===== src/rtl/riscv_dcache_fsm.sv =====
// Data-cache miss/write-back controller: decodes CPU requests against the tag array,
// evicts dirty victims, refills the line beat by beat and rewrites the tag entry.
module riscv_dcache_fsm #(
    parameter int unsigned BEATS = 4,
    parameter int unsigned CW    = 2
) (
    input  logic          clk,
    input  logic          rst_n,
    input  logic          cpu_rden,
    input  logic          cpu_wren,
    input  logic          hit,
    input  logic          dirty,
    input  logic          mem_ready,
    output logic          stall,
    output logic          tag_replace,
    output logic          tag_valid_in,
    output logic          tag_dirty_in,
    output logic          cache_wren,
    output logic          refill_wren,
    output logic [CW-1:0] beat_idx,
    output logic          mem_rden,
    output logic          mem_wren,
    output logic          addr_sel
);

    localparam logic [1:0] IDLE       = 2'd0;
    localparam logic [1:0] WRITE_BACK = 2'd1;
    localparam logic [1:0] ALLOCATE   = 2'd2;
    localparam logic [1:0] UPDATE     = 2'd3;

    localparam logic [CW-1:0] LAST_BEAT = CW'(BEATS - 1);

    logic [1:0]    state_q, state_d;
    logic [CW-1:0] cnt_q, cnt_d;
    logic          req;

    assign req = cpu_rden | cpu_wren;

    // State and beat counter
    always_ff @(posedge clk or negedge rst_n) begin
        if (!rst_n) begin
            state_q <= IDLE;
            cnt_q   <= '0;
        end else begin
            state_q <= state_d;
            cnt_q   <= cnt_d;
        end
    end

    // Next-state and output decode; outputs are forced low while reset is held
    always_comb begin
        state_d      = state_q;
        cnt_d        = cnt_q;
        stall        = 1'b0;
        tag_replace  = 1'b0;
        tag_valid_in = 1'b0;
        tag_dirty_in = 1'b0;
        cache_wren   = 1'b0;
        refill_wren  = 1'b0;
        beat_idx     = cnt_q;
        mem_rden     = 1'b0;
        mem_wren     = 1'b0;
        addr_sel     = 1'b0;

        case (state_q)
            IDLE: begin
                if (req) begin
                    if (hit) begin
                        if (cpu_wren) begin
                            cache_wren   = 1'b1;
                            tag_replace  = 1'b1;
                            tag_valid_in = 1'b1;
                            tag_dirty_in = 1'b1;
                        end
                    end else begin
                        stall   = 1'b1;
                        cnt_d   = '0;
                        state_d = dirty ? WRITE_BACK : ALLOCATE;
                    end
                end
            end
            WRITE_BACK: begin
                stall    = 1'b1;
                mem_wren = 1'b1;
                addr_sel = 1'b1;
                if (mem_ready) begin
                    cnt_d = cnt_q + CW'(1);
                    if (cnt_q == LAST_BEAT) begin
                        state_d = ALLOCATE;
                    end
                end
            end
            ALLOCATE: begin
                stall       = 1'b1;
                mem_rden    = 1'b1;
                refill_wren = mem_ready;
                if (mem_ready) begin
                    cnt_d = cnt_q + CW'(1);
                    if (cnt_q == LAST_BEAT) begin
                        state_d = UPDATE;
                    end
                end
            end
            default: begin
                stall        = 1'b1;
                tag_replace  = 1'b1;
                tag_valid_in = 1'b1;
                state_d      = IDLE;
            end
        endcase

        if (!rst_n) begin
            stall        = 1'b0;
            tag_replace  = 1'b0;
            tag_valid_in = 1'b0;
            tag_dirty_in = 1'b0;
            cache_wren   = 1'b0;
            refill_wren  = 1'b0;
            beat_idx     = '0;
            mem_rden     = 1'b0;
            mem_wren     = 1'b0;
            addr_sel     = 1'b0;
        end
    end

endmodule

===== config.mk =====
export PLATFORM = sky130hd
export DESIGN_NAME = riscv_dcache_fsm
export DESIGN_NICKNAME = d
export VERILOG_FILES = /design/src/rtl/riscv_dcache_fsm.sv
export SDC_FILE = /design/constraint.sdc
export NUM_CORES = 1
export LEC_CHECK = 0
export ABC_CLOCK_PERIOD_IN_PS = 1600
export CORE_AREA = 2 2 39 41
export CTS_BUF_LIST = sky130_fd_sc_hd__clkbuf_16
export DETAILED_ROUTE_END_ITERATION = 8
export DIE_AREA = 0 0 41 43
export HOLD_SLACK_MARGIN = 0.08
export MAX_ROUTING_LAYER = met4
export SLEW_MARGIN = 20
export SYNTH_ARGS = -nofsm -noshare
export SYNTH_HDL_FRONTEND = slang
export SYNTH_SLANG_ARGS = --single-unit

===== constraint.sdc =====
create_clock -name clk -period 1.6 [get_ports clk]
set_clock_uncertainty 0.15 [all_clocks]
set_input_delay 0.4 -clock clk [delete_from_list [all_inputs] [get_ports clk]]
set_output_delay 0.4 -clock clk [all_outputs]
set_load 0.03 [all_outputs]

==> results.json, run 1 <==
{
  "cts-root-buf": "clkbuf_16",
  "ant_nets": 0,
  "max_freq_mhz": 533,
  "yosys_most_used_dff": "dfrtp_1",
  "cts-hold-fix-buffers": 0,
  "synth_area_sq_um": 419,
  "dieArea_sq_mm": 0.00176,
  "hold_violations": 0,
  "place_congestion": 0.739,
  "path_clk_slew_ns": 0.03,
  "ys_types": 25,
  "synth_edf_count": 0,
  "syn-num-nets": 56,
  "avgSynthCellArea_sq_um": 9.75,
  "mostFrequentLayoutCells": "buf_4, buf_6, and2_4, dfrtp_1",
  "grt_max_degree": 9,
  "final_util": 0.615,
  "synth.top_cell.area_share": 0.239,
  "path_cells": "inv_2, ha_4, and4_4, a21o_4, buf_6",
  "drive_above_1_share": 0.640,
  "finalSetupTns_ns": -2.09,
  "synthTopCellsByArea": "dfrtp_1, ha_1, and2_1, buf_4, o21bai_4",
  "portBuffers": 17,
  "grt_pass1_wl_um": 1760,
  "via_per_inst": 4.80,
  "cts_tree": "yes",
  "p_per_area_mw_per_mm2": 2030,
  "end_kind": "output pin",
  "worst_ep_required_time_ns": 1.05,
  "drtPass1Iterations": 4,
  "start_util": 0.303,
  "maxSlewHeadroom": 0.858,
  "max_cap_viol_count": 0,
  "crit_type": "reg2out",
  "ys_seq_elements": 4,
  "drt-initial-drc-count": 1,
  "synthCells": 43,
  "worstSetupStartpointType": "flop",
  "boundaryPins": 18,
  "worst_pin_slew_ns": 0.211,
  "slew_violations": 0,
  "first_global_vias": 433,
  "rows": 14,
  "syn2layout_area_growth_pct": 103,
  "dieHeight_um": 43,
  "ys_warn_count": 0,
  "period_needed_ns": 1.88,
  "n_fill_cell": 119,
  "outcome": "finished with violations",
  "die_w_um": 41,
  "grt.overflow.total": 0,
  "clk_latency_ns": 0.22,
  "rsz0062_at_grt": "true",
  "violations": "setup timing",
  "crit_path_max_fanout": 4,
  "antenna_cells": 0,
  "finalPower_w": 0.00173,
  "min_period_over_period": 1.17,
  "cts_buffers": 3,
  "htree_num_levels": 1,
  "vias": 437,
  "cts.sinks": 4,
  "synthArstFlopShare": 1.00,
  "clockBufferDepth": 2,
  "synth-seq-area-share": 0.239,
  "avgRoutedWirePerCell_um": 13.2,
  "grt_antenna_before_repair": 0,
  "whs_ns": 0.257,
  "ir_drop_mv": 1.07,
  "final_common_cell": "buf_4",
  "grt_use_total": 0.155,
  "leakage_nw": 0.417,
  "setup_viol": 9,
  "worst_slack_ns": -0.276,
  "drc_errors": 0,
  "synth_top_area_cell": "dfrtp_1",
  "hold_class": "in2async",
  "coreArea_sq_mm": 0.00138,
  "nets": 90,
  "finalWirelength_um": 1200,
  "slowest_stage": "dfrtp_1",
  "critPathArrivalTime_ns": 1.33,
  "cpPeakStageDelay_ns": 0.40,
  "preCtsSetupSlack_ns": -0.347
}
-- layer usage --
| layer | GRT usage | wire [um] |
|---|---|---|
| met1 | 0.173 | 492 |
| met2 | 0.244 | 641 |
| met3 | 0.0314 | 63 |
| met4 | 0.0867 | 0 |
| met5 | - | 0 |
-- synthesized netlist by cell type (2+ instances only) --
cell,n
a211o_1,2
a21oi_1,2
and2_1,5
buf_4,3
dfrtp_1,4
ha_1,6
inv_1,2
nand2_1,2
-- critical path, delay by kind of cell (launching register included) --
kind	cells	cell delay (ns)
DFF	1	0.40
AOI/OAI and AO/OA	1	0.19
adders and majority gates	1	0.16
and+or+nand+nor	1	0.15
buffers and inverters	2	0.21
-- layout make-up --
cell class / count / area (sq um) / share of cell area
timing repair buffer: 32 / 290 / 0.341
tap: 16 / 20.0 / 0.0235
inverter: 2 / 7.51 / 0.00882
sequential: 4 / 100 / 0.118
multi-input combinational: 34 / 358 / 0.421
clock buffer: 3 / 75.1 / 0.0882
-- cells by family (layout without fill, tap and decap cells) --
group	Yosys count	after routing	synth area share
AND/OR/NAND/NOR	13	13	0.188
flip-flops	4	4	0.239
multiplexers	1	1	0.0239
adder cells (fa/ha/maj)	6	6	0.179
AO/OA/AOI/OAI	14	14	0.299
buffers and inverters	5	37	0.0716
-- path summary, 6_finish.rpt --
kind | endpoint | cells past startpoint | slack [ns] | from
setup / recovery | tag_replace | 5 | -0.28 | state_q[1]$_DFFE_PN0P_
hold / removal | cnt_q[1]$_DFFE_PN0P_ | 4 | 0.26 | rst_n
setup reg to reg | state_q[1]$_DFFE_PN0P_ | 7 | 0.03 | state_q[1]$_DFFE_PN0P_
hold reg to reg | cnt_q[1]$_DFFE_PN0P_ | 1 | 0.41 | cnt_q[1]$_DFFE_PN0P_
max in group asynchronous | state_q[0]$_DFFE_PN0P_ | 4 | 0.95 | rst_n
min in group clk | cnt_q[1]$_DFFE_PN0P_ | 1 | 0.41 | cnt_q[1]$_DFFE_PN0P_
-- power breakdown --
group          internal (W)  switching [W]  total, W  leakage, nW
Sequential         0.000152      0.0000537  0.000206       0.0499
Clock              0.000319      0.0000629  0.000381       0.0370
Combinational      0.000603       0.000537   0.00114        0.330
Total               0.00107       0.000654   0.00173        0.417
-- flip-flops by register name, summed over array words and instances (netlist names) --
signal   flops
state_q      2
cnt_q        2
-- per-stage QoR --
step           cell area [sq um]  instances
2_1_floorplan                450         43
3_3_place_gp                 669         84
3_5_place_dp                 669         84
4_1_cts                      818         90
5_1_grt                      851         91
6_report                     851         91
-- timing repair --
item / 4_1_cts / 5_1_grt
setup endpoints to repair: 15 / 13
resized for setup: 20 / 6
buffers inserted: 3 / 1
pin swaps: 1 / 3
Note: power is estimated with default switching activity, not from simulation.
==> inputs of run 2 (changes only) <==
Settings changed: ABC_AREA from default to 1, PLACE_DENSITY from default to 0.67.
==> results.json, run 2 <==
{
  "period_needed_ns": 1.83,
  "coreArea_sq_mm": 0.00138,
  "synth.top_cell.area_share": 0.228,
  "placed_cells": 103,
  "avgRoutedWirePerCell_um": 10.4,
  "grt.overflow.total": 0,
  "cts.sinks": 4,
  "grt_antenna_before_repair": 0,
  "path_clk_slew_ns": 0.03,
  "worst_slack_ns": -0.230,
  "synth_edf_count": 0,
  "rsz0062_at_grt": "true",
  "cts-root-buf": "clkbuf_16",
  "place_area_sq_um": 697,
  "cts_buffers": 3,
  "ys_warn_count": 0,
  "max_cap_viol_count": 0,
  "portBuffers": 17,
  "antenna_cells": 0,
  "max_freq_mhz": 546,
  "crit_type": "reg2out",
  "whs_ns": 0.149,
  "reg_top3": "cnt_q x2, state_q x2",
  "htree_num_levels": 1,
  "r2r_cells": 6,
  "use_met3": 0.0314,
  "mostFrequentLayoutCells": "nand2_1, buf_4, buf_6, inv_1, nand3_1",
  "syn2layout_area_growth_pct": 84.3,
  "worst_pin_slew_ns": 0.177,
  "worstSetupStartpointType": "flop",
  "ys_seq_elements": 4,
  "synth_most_common_cell": "nand2_1",
  "synth_area_sq_um": 439,
  "setup_viol": 11,
  "n_fill_cell": 128,
  "place_congestion": 0.707,
  "crit_path_max_fanout": 4,
  "ys_types": 14,
  "die_w_um": 41,
  "vias": 484,
  "drive_above_1_share": 0.462,
  "synth-seq-area-share": 0.228,
  "grt_use_met1": 0.169,
  "outcome": "finished with violations",
  "cts_tree": "yes",
  "first_global_vias": 453,
  "clockBufferDepth": 2,
  "ys_top_cells_by_count": "nand2_1, inv_1, nand3_1",
  "synthTopCellsByArea": "dfrtp_1, nand2_1, ha_1, inv_1, nand3_1",
  "grt_use_total": 0.162,
  "drtPass1Iterations": 3,
  "ant_nets": 0,
  "violations": "setup timing",
  "dieArea_sq_mm": 0.00176,
  "finalSetupTns_ns": -1.74,
  "end_kind": "output pin",
  "drc_errors": 0,
  "via_per_inst": 4.52,
  "yosys_most_used_dff": "dfrtp_1",
  "min_period_over_period": 1.14,
  "leakage_nw": 0.441,
  "syn-num-nets": 77,
  "layout.cells.non_filler": 107,
  "path_cells": "inv_2, ha_4, nand3_4, o21ai_4, buf_6",
  "final_common_cell": "nand2_1",
  "ir_drop_mv": 0.980,
  "rows": 14,
  "finalPower_w": 0.00159,
  "p_per_area_mw_per_mm2": 1960,
  "start_util": 0.317,
  "grt_max_degree": 8,
  "slowest_stage": "dfrtp_1",
  "hold_class": "in2async",
  "clk_latency_ns": 0.23,
  "hold_violations": 0,
  "boundaryPins": 18,
  "met2_usage": 0.253,
  "grt_busiest_layer": "met2",
  "synthCells": 64,
  "fin_area_sq_um": 810,
  "avgSynthCellArea_sq_um": 6.86,
  "dp_hpwl_um": 910,
  "crit_buf_inv": 2,
  "finalWirelength_um": 1120,
  "synthArstFlopShare": 1.00,
  "synth_top_area_cell": "dfrtp_1",
  "crit_cells": 5,
  "grt_pass1_wl_um": 1820,
  "critPathArrivalTime_ns": 1.28,
  "drt-initial-drc-count": 4,
  "worst_ep_required_time_ns": 1.05,
  "nets": 106,
  "cpPeakStageDelay_ns": 0.39,
  "slew_violations": 0,
  "maxSlewHeadroom": 0.882,
  "critPathTopFamily": "flip-flops",
  "dieHeight_um": 43
}
[run 2: changes by cell type after synthesis, sizes merged, moves of 2 or more]
| cell | delta |
|---|---|
| inv | +9 |
| nand3 | +6 |
| o2bb2ai | -2 |
| a211o | -2 |
| nor2 | +3 |
| o21ai | +3 |
| and2 | -5 |
| nand2 | +21 |
[run 2: where the power goes]
group	internal, W	total [W]	switching (W)
registers	0.000147	0.000187	0.0000396
clock network	0.000319	0.000389	0.0000702
logic	0.000451	0.00101	0.000559
[run 2: per-layer routing]
layer  wire, um  part of all wire
met3         56             0.050
met5          0                 0
met1        469              0.42
met2        579              0.52
met4          9            0.0081
[run 2: area by class of cell]
class                           instances  area, sq um  area share
Inverter                               11         41.3      0.0510
Tap cell                               16         20.0      0.0247
Timing Repair Buffer                   27          243       0.300
Sequential cell                         4          100       0.124
Multi-Input combinational cell         46          330       0.408
Clock buffer                            3         75.1      0.0927
[run 2: worst paths after layout]
| path | start | endpoint | slack [ns] |
|---|---|---|---|
| max | state_q[1]$_DFFE_PN0P_ | tag_valid_in | -0.23 |
| min | rst_n | state_q[1]$_DFFE_PN0P_ | 0.15 |
| max reg2reg | state_q[0]$_DFFE_PN0P_ | state_q[0]$_DFFE_PN0P_ | 0.15 |
| min reg2reg | cnt_q[1]$_DFFE_PN0P_ | cnt_q[1]$_DFFE_PN0P_ | 0.37 |
| max in group asynchronous | rst_n | cnt_q[0]$_DFFE_PN0P_ | 1.04 |
| min in group clk | cnt_q[1]$_DFFE_PN0P_ | cnt_q[1]$_DFFE_PN0P_ | 0.37 |
[run 2: through the flow]
step | utilization | worst slack (ns)
after floorplan | - | -0.178
after global placement | 0.504 | -0.352
after detailed placement | 0.504 | -0.370
after CTS | 0.580 | -0.247
after global routing | 0.585 | -0.303
final | 0.585 | -0.230
[run 2: worst register-to-register path: cells and delay by family, from the launching register on]
family	cells	cell delay [ns]
flops	1	0.40
simple gates	3	0.25
fa+ha+maj	1	0.19
compound gates	1	0.19
buf+inv	1	0.15
[run 2: what timing repair did]
action / in CTS / in global routing
hold buffers: 0 / 0
setup buffers: 0 / 1
gates resized for setup: 15 / 0
endpoints found under the setup margin: 11 / 11
pin swaps: 1 / 0
[run 2: cell families (layout without fill, tap and decap cells)]
logic type | count (synthesis) | after routing | synth area share
adder cells (fa/ha/maj) | 6 | 6 | 0.171
AND/OR/NAND/NOR | 34 | 34 | 0.322
AO/OA/AOI/OAI | 6 | 6 | 0.134
flip-flops | 4 | 4 | 0.228
buffers and inverters | 14 | 41 | 0.145
